## src/rtl/alu_op_sched.sv

```systemverilog
// alu_op_sched: single-issue scheduler feeding a boolean unit and a shift unit.
// Latency: grant in cycle T, start pulse T+1, result-mux select T+L+1, rsp_valid T+L+2
//          (L = 1 for boolean, SHIFT_LAT for shift).
// Backpressure: one op in flight; req_ready stays low until the response handshake completes.
//
// Ports:
//   clk, rst_n             clock, asynchronous active-low reset
//   req_valid/req_ready    per-requester handshake (bit i = requester i)
//   req_class              per-requester unit select (0 boolean, 1 shift)
//   req_tag                per-requester tag, requester 0 in the low TAG_W bits
//   bool_start/shift_start one-cycle unit launch pulses
//   en                     one-hot result-mux select (bit0 boolean, bit1 shift)
//   rsp_valid/rsp_ready    response handshake; rsp_tag/rsp_port identify the op
//   busy                   high whenever the FSM is not IDLE
//
// Configuration macro: ALU_OP_SCHED_RR_EN selects round-robin arbitration;
// when undefined, requester 0 has fixed priority.
module alu_op_sched #(
  parameter int SHIFT_LAT = 2,
  parameter int TAG_W     = 4
) (
  input  logic               clk,
  input  logic               rst_n,
  input  logic [1:0]         req_valid,
  output logic [1:0]         req_ready,
  input  logic [1:0]         req_class,
  input  logic [2*TAG_W-1:0] req_tag,
  output logic               bool_start,
  output logic               shift_start,
  output logic [1:0]         en,
  output logic               rsp_valid,
  input  logic               rsp_ready,
  output logic [TAG_W-1:0]   rsp_tag,
  output logic               rsp_port,
  output logic               busy
);

  typedef enum logic [1:0] {IDLE, EXEC, SEL, RSP} state_t;

  localparam logic [3:0] SHIFT_L = 4'(SHIFT_LAT);

  state_t           state;
  logic [3:0]       cnt;
  logic             cls_q;
  logic [TAG_W-1:0] tag_q;
  logic             port_q;

  logic             gnt_any;
  logic             gnt_idx;
  logic             xfer;
  logic             cls_sel;
  logic [TAG_W-1:0] tag_sel;

`ifdef ALU_OP_SCHED_RR_EN
  // Pointer names the requester that wins a tie; it moves only on a transfer.
  logic ptr;

  always_comb begin
    gnt_any = |req_valid;
    if (req_valid == 2'b11) gnt_idx = ptr;
    else                    gnt_idx = req_valid[1] & ~req_valid[0];
  end

  always_ff @(posedge clk or negedge rst_n) begin
    if (!rst_n)    ptr <= 1'b0;
    else if (xfer) ptr <= ~gnt_idx;
  end
`else
  always_comb begin
    gnt_any = |req_valid;
    gnt_idx = req_valid[1] & ~req_valid[0];
  end
`endif

  // req_ready is combinational so the grant lands in the same cycle as the
  // request; it is forced low while reset is held so every output reads 0.
  always_comb begin
    xfer      = rst_n && (state == IDLE) && gnt_any;
    req_ready = 2'b00;
    if (xfer) req_ready = gnt_idx ? 2'b10 : 2'b01;
    cls_sel   = req_class[gnt_idx];
    tag_sel   = gnt_idx ? req_tag[2*TAG_W-1:TAG_W] : req_tag[TAG_W-1:0];
  end

  always_ff @(posedge clk or negedge rst_n) begin
    if (!rst_n) begin
      state       <= IDLE;
      cnt         <= 4'd0;
      cls_q       <= 1'b0;
      tag_q       <= '0;
      port_q      <= 1'b0;
      bool_start  <= 1'b0;
      shift_start <= 1'b0;
      en          <= 2'b00;
      rsp_valid   <= 1'b0;
    end else begin
      bool_start  <= 1'b0;
      shift_start <= 1'b0;
      unique case (state)
        IDLE: begin
          if (xfer) begin
            cls_q       <= cls_sel;
            tag_q       <= tag_sel;
            port_q      <= gnt_idx;
            cnt         <= cls_sel ? SHIFT_L : 4'd1;
            bool_start  <= ~cls_sel;
            shift_start <= cls_sel;
            state       <= EXEC;
          end
        end
        EXEC: begin
          // Counter holds the EXEC cycles remaining including this one.
          if (cnt <= 4'd1) begin
            cnt   <= 4'd0;
            en    <= cls_q ? 2'b10 : 2'b01;
            state <= SEL;
          end else begin
            cnt <= cnt - 4'd1;
          end
        end
        SEL: begin
          rsp_valid <= 1'b1;
          state     <= RSP;
        end
        RSP: begin
          if (rsp_ready) begin
            rsp_valid <= 1'b0;
            en        <= 2'b00;
            state     <= IDLE;
          end
        end
        default: state <= IDLE;
      endcase
    end
  end

  assign rsp_tag  = tag_q;
  assign rsp_port = port_q;
  assign busy     = (state != IDLE);

endmodule

```

## config.mk

```make
export PLATFORM = sky130hd
export DESIGN_NAME = alu_op_sched
export DESIGN_NICKNAME = d
export VERILOG_FILES = /design/src/rtl/alu_op_sched.sv
export SDC_FILE = /design/constraint.sdc
export NUM_CORES = 1
export LEC_CHECK = 0
export CORE_MARGIN = 2
export CORE_UTILIZATION = 35
export DETAILED_ROUTE_END_ITERATION = 8
export GPL_TIMING_DRIVEN = 0
export MAX_ROUTING_LAYER = met4
export PLACE_DENSITY = 0.61
export SLEW_MARGIN = 20
export SYNTH_ARGS = -nofsm -noshare
export SYNTH_HDL_FRONTEND = slang
export SYNTH_SLANG_ARGS = --single-unit
```

## constraint.sdc

```tcl
create_clock -name clk -period 2.7 [get_ports clk]
set_clock_uncertainty 0.05 [all_clocks]
set_input_delay 0.405 -clock clk [delete_from_list [all_inputs] [get_ports clk]]
set_output_delay 0.405 -clock clk [all_outputs]
set_load 0.05 [all_outputs]
```

# After elaboration in Yosys (flattened, before gate mapping)
# Index checks and enable logic that the tools add are counted.
[op_classes]
add_sub_neg = 1
n_mux = 22
order_cmp = 2
bitwise_logic = 3
n_reduce_logical = 13
eq_ne = 6
[op_table]
columns = ["operator", "count"]
rows = [
  ["two-way mux 2 bit", 8],
  ["two-way mux 4 bit", 3],
  ["one-hot mux 2 bit (4 select lines)", 1],
  ["one-hot mux 4 bit (2 select lines)", 1],
  ["nonzero test 2 bit", 4],
  ["two-way mux 1 bit", 7],
  ["!= test 2 bit (second input constant)", 3],
  ["AND reduction 2 bit", 3],
  ["AND reduction 3 bit", 2],
  ["== test 2 bit (second input constant)", 2],
  ["<= comparator 4 x 1 -> 1 bit (second input constant)", 1],
  ["one-hot mux 2 bit (2 select lines)", 1],
  ["subtractor 4 x 1 -> 4 bit (second input constant)", 1],
  ["== test 2 x 1 -> 1 bit (second input constant)", 1],
  ["logical AND 1 bit", 2],
  ["zero test 2 bit", 1],
  ["< comparator 1 x 2 -> 1 bit (second input constant)", 1],
  ["NOT 1 bit", 2],
  ["one-hot mux 1 bit (2 select lines)", 1],
  ["OR reduction 2 bit", 1],
  ["bitwise AND 1 bit", 1],
]
[word_totals]
ff_bits = 17
word_cells = 56
in_bits = 15
output_inout_bits = 13

# Logic depth before layout (Yosys ltp)
[depth]
word_depth = 7
ltp_mapped = 7
ltp_nobuf = 6

# Worst setup path before layout
# Ideal clock, no wire load.
[synth_path]
path_kind = "register -> output"
from = "register state[0]"
to = "output port req_ready[1]"
required_time_ns = 2.245
setup_slack_ns = 0.468
path_stages_with_launch = 7
n_path_buf = 1
arrival_time_ns = 1.777
cell_sequence = "dfrtp_1 inv_1 ha_1 and2_1 clkbuf_1 nand2_1 nor2_1"
[synth_between]
elab_chain_len = 4
[synth_rtl]
columns = ["element", "line", "text"]
rows = [
  ["from (decl)", "42", "state_t state;"],
  ["from (signal assigned)", "87", "state <= IDLE;"],
  ["from (signal assigned)", "108", "state <= EXEC;"],
  ["from (signal assigned)", "116", "state <= SEL;"],
  ["zero test 2 bit", "78", "xfer = rst_n && (state == IDLE) && gnt_any;"],
  ["logical AND 1 bit (2 in a row)", "78", ""],
  ["two-way mux 2 bit", "80", "if (xfer) req_ready = gnt_idx ? 2'b10 : 2'b01;"],
  ["to (decl)", "25", "output logic [1:0] req_ready,"],
]
# Every way passes these cells.

# Worst setup path in the final report
[layout_path]
from = "register state[0]"
to = "output port busy"
[layout_between]
elab_chain_len = 1
[layout_rtl]
columns = ["element", "line", "text"]
rows = [
  ["nonzero test 2 bit", "139", "assign busy = (state != IDLE);"],
  ["to (decl)", "35", "output logic busy"],
]
# Every way passes these cells.

==> impl_metrics.env <==
export IMPL_status="completed"
export IMPL_drc=0
export IMPL_cp_startpoint="state[0]$_DFFE_PN0P_"
export IMPL_r2r_start="cnt[0]$_DFFE_PN0P_"
export IMPL_drive_above_1_share_pct=12.3
export IMPL_pre_cts_ws_ns=-0.743
export IMPL_synth_nets=122
export IMPL_grtUsageTotal_pct=14.3
export IMPL_dpl_cell_area_um2=1300
export IMPL_numCtsBuffers=3
export IMPL_first_global_vias=867
export IMPL_fin_crit_ns=2.46
export IMPL_critPathKind="flip-flop to primary output"
export IMPL_antenna_left=0
export IMPL_synth_cell_types=35
export IMPL_postSynthCellCount=100
export IMPL_hold_viol=0
export IMPL_clock_path_buffers=2
export IMPL_p_int_w=0.000772
export IMPL_syn_area_per_cell_um2=10.0
export IMPL_rrSetupSlack_ns=0.87
export IMPL_dieArea_um2=3310
export IMPL_grt_max_degree=24
export IMPL_globalRouteMet3Util_pct=2.27
export IMPL_antenna_found_initial=0
export IMPL_grt_use_met2_pct=22.7
export IMPL_cp_start_kind="flip-flop"
export IMPL_crit_required_ns=2.25
export IMPL_dieHeight_um=57.5
export IMPL_drt_vias_per_instance=5.11
export IMPL_pin_count=28
export IMPL_synth_edf_count=0
export IMPL_synth_top_area_cell="dfrtp_1"
export IMPL_fp_dieW_um=57.5
export IMPL_final_cells=161
export IMPL_cts_tree="built"
export IMPL_netlist_top_cells_area="dfrtp_1 (42%), ha_1 (8.7%), o21ai_0 (4.5%), nor2_1 (3.7%), a31oi_1 (3.1%)"
export IMPL_async_flop_share_pct=100
export IMPL_drt_first_pass_iters=4
export IMPL_ys_seq_elements=17
export IMPL_finalCritPeriodShare_pct=90.9
export IMPL_antenna_cells=0
export IMPL_synth_common_cells="dfrtp_1 (17), nor2_1 (10), o21ai_0 (9)"
export IMPL_clockPowerShare_pct=9.2
export IMPL_drv_slew=0
export IMPL_yosysTopAreaCellShare_pct=42.4
export IMPL_wire_per_inst_um=12.8
export IMPL_rsz0062_at_grt="false"
export IMPL_yosysWarnings=0
export IMPL_relSlewSlack_pct=64.9
export IMPL_port_buffers=26
export IMPL_num_rows=19
export IMPL_gp_congestion=0.754
export IMPL_p_leak_nw=0.599
export IMPL_synth_most_common_cell="dfrtp_1"
export IMPL_core_um2=2730
export IMPL_grt_util_met1_pct=19.0
export IMPL_fin_setup_tns_ns=0
export IMPL_final_area_um2=1320
export IMPL_initial_core_util_pct=36.7
export IMPL_seq_area_frac_synth_pct=42.4
export IMPL_irDropWorstVdd_v=0.000562
export IMPL_setup_slack_ns=0.245
export IMPL_clock_sinks=17
export IMPL_cts_root_buf="clkbuf_4"
export IMPL_drt_iter0_drc=29
export IMPL_postRouteWirelength_um=2070
export IMPL_synth_ff_type="dfrtp_1"
export IMPL_p_sw_share_pct=48.3
export IMPL_cp_max_fo=8
export IMPL_hpwl_um=1560
export IMPL_clkTransAtPathRegs_ns=0.10
export IMPL_worstPathArrival_ns=2.00
export IMPL_pwr_share_seq_pct=29.2
export IMPL_overflow=0
export IMPL_dp_cells=157
export IMPL_synth_area_um2=1000
export IMPL_crit_path_end_kind="primary output"
export IMPL_worstMarginPinSlew_ns=0.527
export IMPL_hold_class="primary input to asynchronous set/reset pin"
export IMPL_p_sw_w=0.000722
export IMPL_max_freq_mhz=407
export IMPL_syn_to_final_growth_pct=31.6
export IMPL_grt_pass1_wl_um=3660
export IMPL_top_usage_layer="met2"
export IMPL_post_cts_buffers=0
export IMPL_setup_violations=0
export IMPL_max_cap_violations=0
export IMPL_num_vias=823
export IMPL_finish_net_count=153
export IMPL_combPwrFrac_pct=61.6
export IMPL_insertion_delay_ns=0.28
export IMPL_powerDensity_nw_per_um2=1130
export IMPL_h_tree_depth=1
## layout make-up
type                            instances  area, um2
Tap cell                               31       38.8
Buffer                                  5       27.5
Inverter                                7       26.3
Fill cell                             273       1420
Timing Repair Buffer                   26        251
Sequential cell                        17        425
Multi-Input combinational cell         71        523
Clock buffer                            4       26.3
## power groups by stage
stage | combinational (W) | clock [W] | sequential, W
floorplan | 0.000474 | 0 | 0.000633
global route | 0.00102 | 0.000152 | 0.000454
global placement | 0.000921 | 0 | 0.000436
CTS | 0.000934 | 0.000144 | 0.000436
finish | 0.000921 | 0.000137 | 0.000436
detailed placement | 0.000935 | 0 | 0.000439
## placed cells by master, fill, tap and decap left out, types with 2 or more instances in the layout
cell type / synthesis / final
a21oi_1: 2 / 2
clkbuf_2: 0 / 2
a31oi_1: 5 / 5
a21oi_2: 2 / 2
clkbuf_4: 0 / 3
dfrtp_1: 17 / 17
clkbuf_1: 3 / 4
mux2i_1: 2 / 2
ha_1: 7 / 7
inv_1: 7 / 7
nand2_1: 4 / 4
nor2_1: 10 / 10
a22oi_1: 4 / 4
clkdlybuf4s50_1: 0 / 23
nor3_1: 2 / 2
o21ai_0: 9 / 9
nor2b_1: 5 / 5
## worst max-delay path, cell delays in order (launching register included)
cell and delay (ns):
dfrtp_1 0.39, inv_1 0.10, ha_1 0.29, inv_1 0.12, clkdlybuf4s50_1 0.81
## logic make-up after synthesis
logic type | after synthesis | share of synthesized area [%]
simple gates | 29 | 16.1
compound gates | 31 | 22.7
buf+inv | 12 | 5.37
flops | 17 | 42.4
mux | 4 | 4.62
fa+ha+maj | 7 | 8.74
## worst paths after layout
check	to	depth (start not counted)
worst min register to register	rsp_port$_DFFE_PN0P_	2
min in group clk	rsp_tag[1]$_DFFE_PN0P_	2
worst min-delay path	shift_start$_DFF_PN0_	1
max in group asynchronous	state[0]$_DFFE_PN0P_	1
worst max register to register	en[0]$_DFFE_PN0P_	6
worst max-delay path	busy	4
## repair_timing
action	in CTS	in global routing
resized for setup	5	4
hold buffers	0	0
setup endpoints to repair	2	2
## registers in the layout, indices dropped and copies added (netlist names)
signal       cells
cnt              4
rsp_tag          4
en               2
state            2
bool_start       1
cls_q            1
rsp_port         1
rsp_valid        1
shift_start      1
## through the flow
stage | hold slack [ns] | util [%] | total power [W]
after floorplan | 0.0594 | - | 0.00111
after global placement | 0.441 | 47.6 | 0.00136
after detailed placement | 0.446 | 47.6 | 0.00137
after CTS | 0.132 | 48.5 | 0.00151
after global routing | 0.151 | 48.2 | 0.00162
final | 0.122 | 48.2 | 0.00149
## metal layers
metal	vias up	share of wire (%)
li1	416	-
met4	0	0.39
met2	23	45
met3	2	6.2
met5	-	0
met1	382	49
Power figures use the tool's default switching activity.
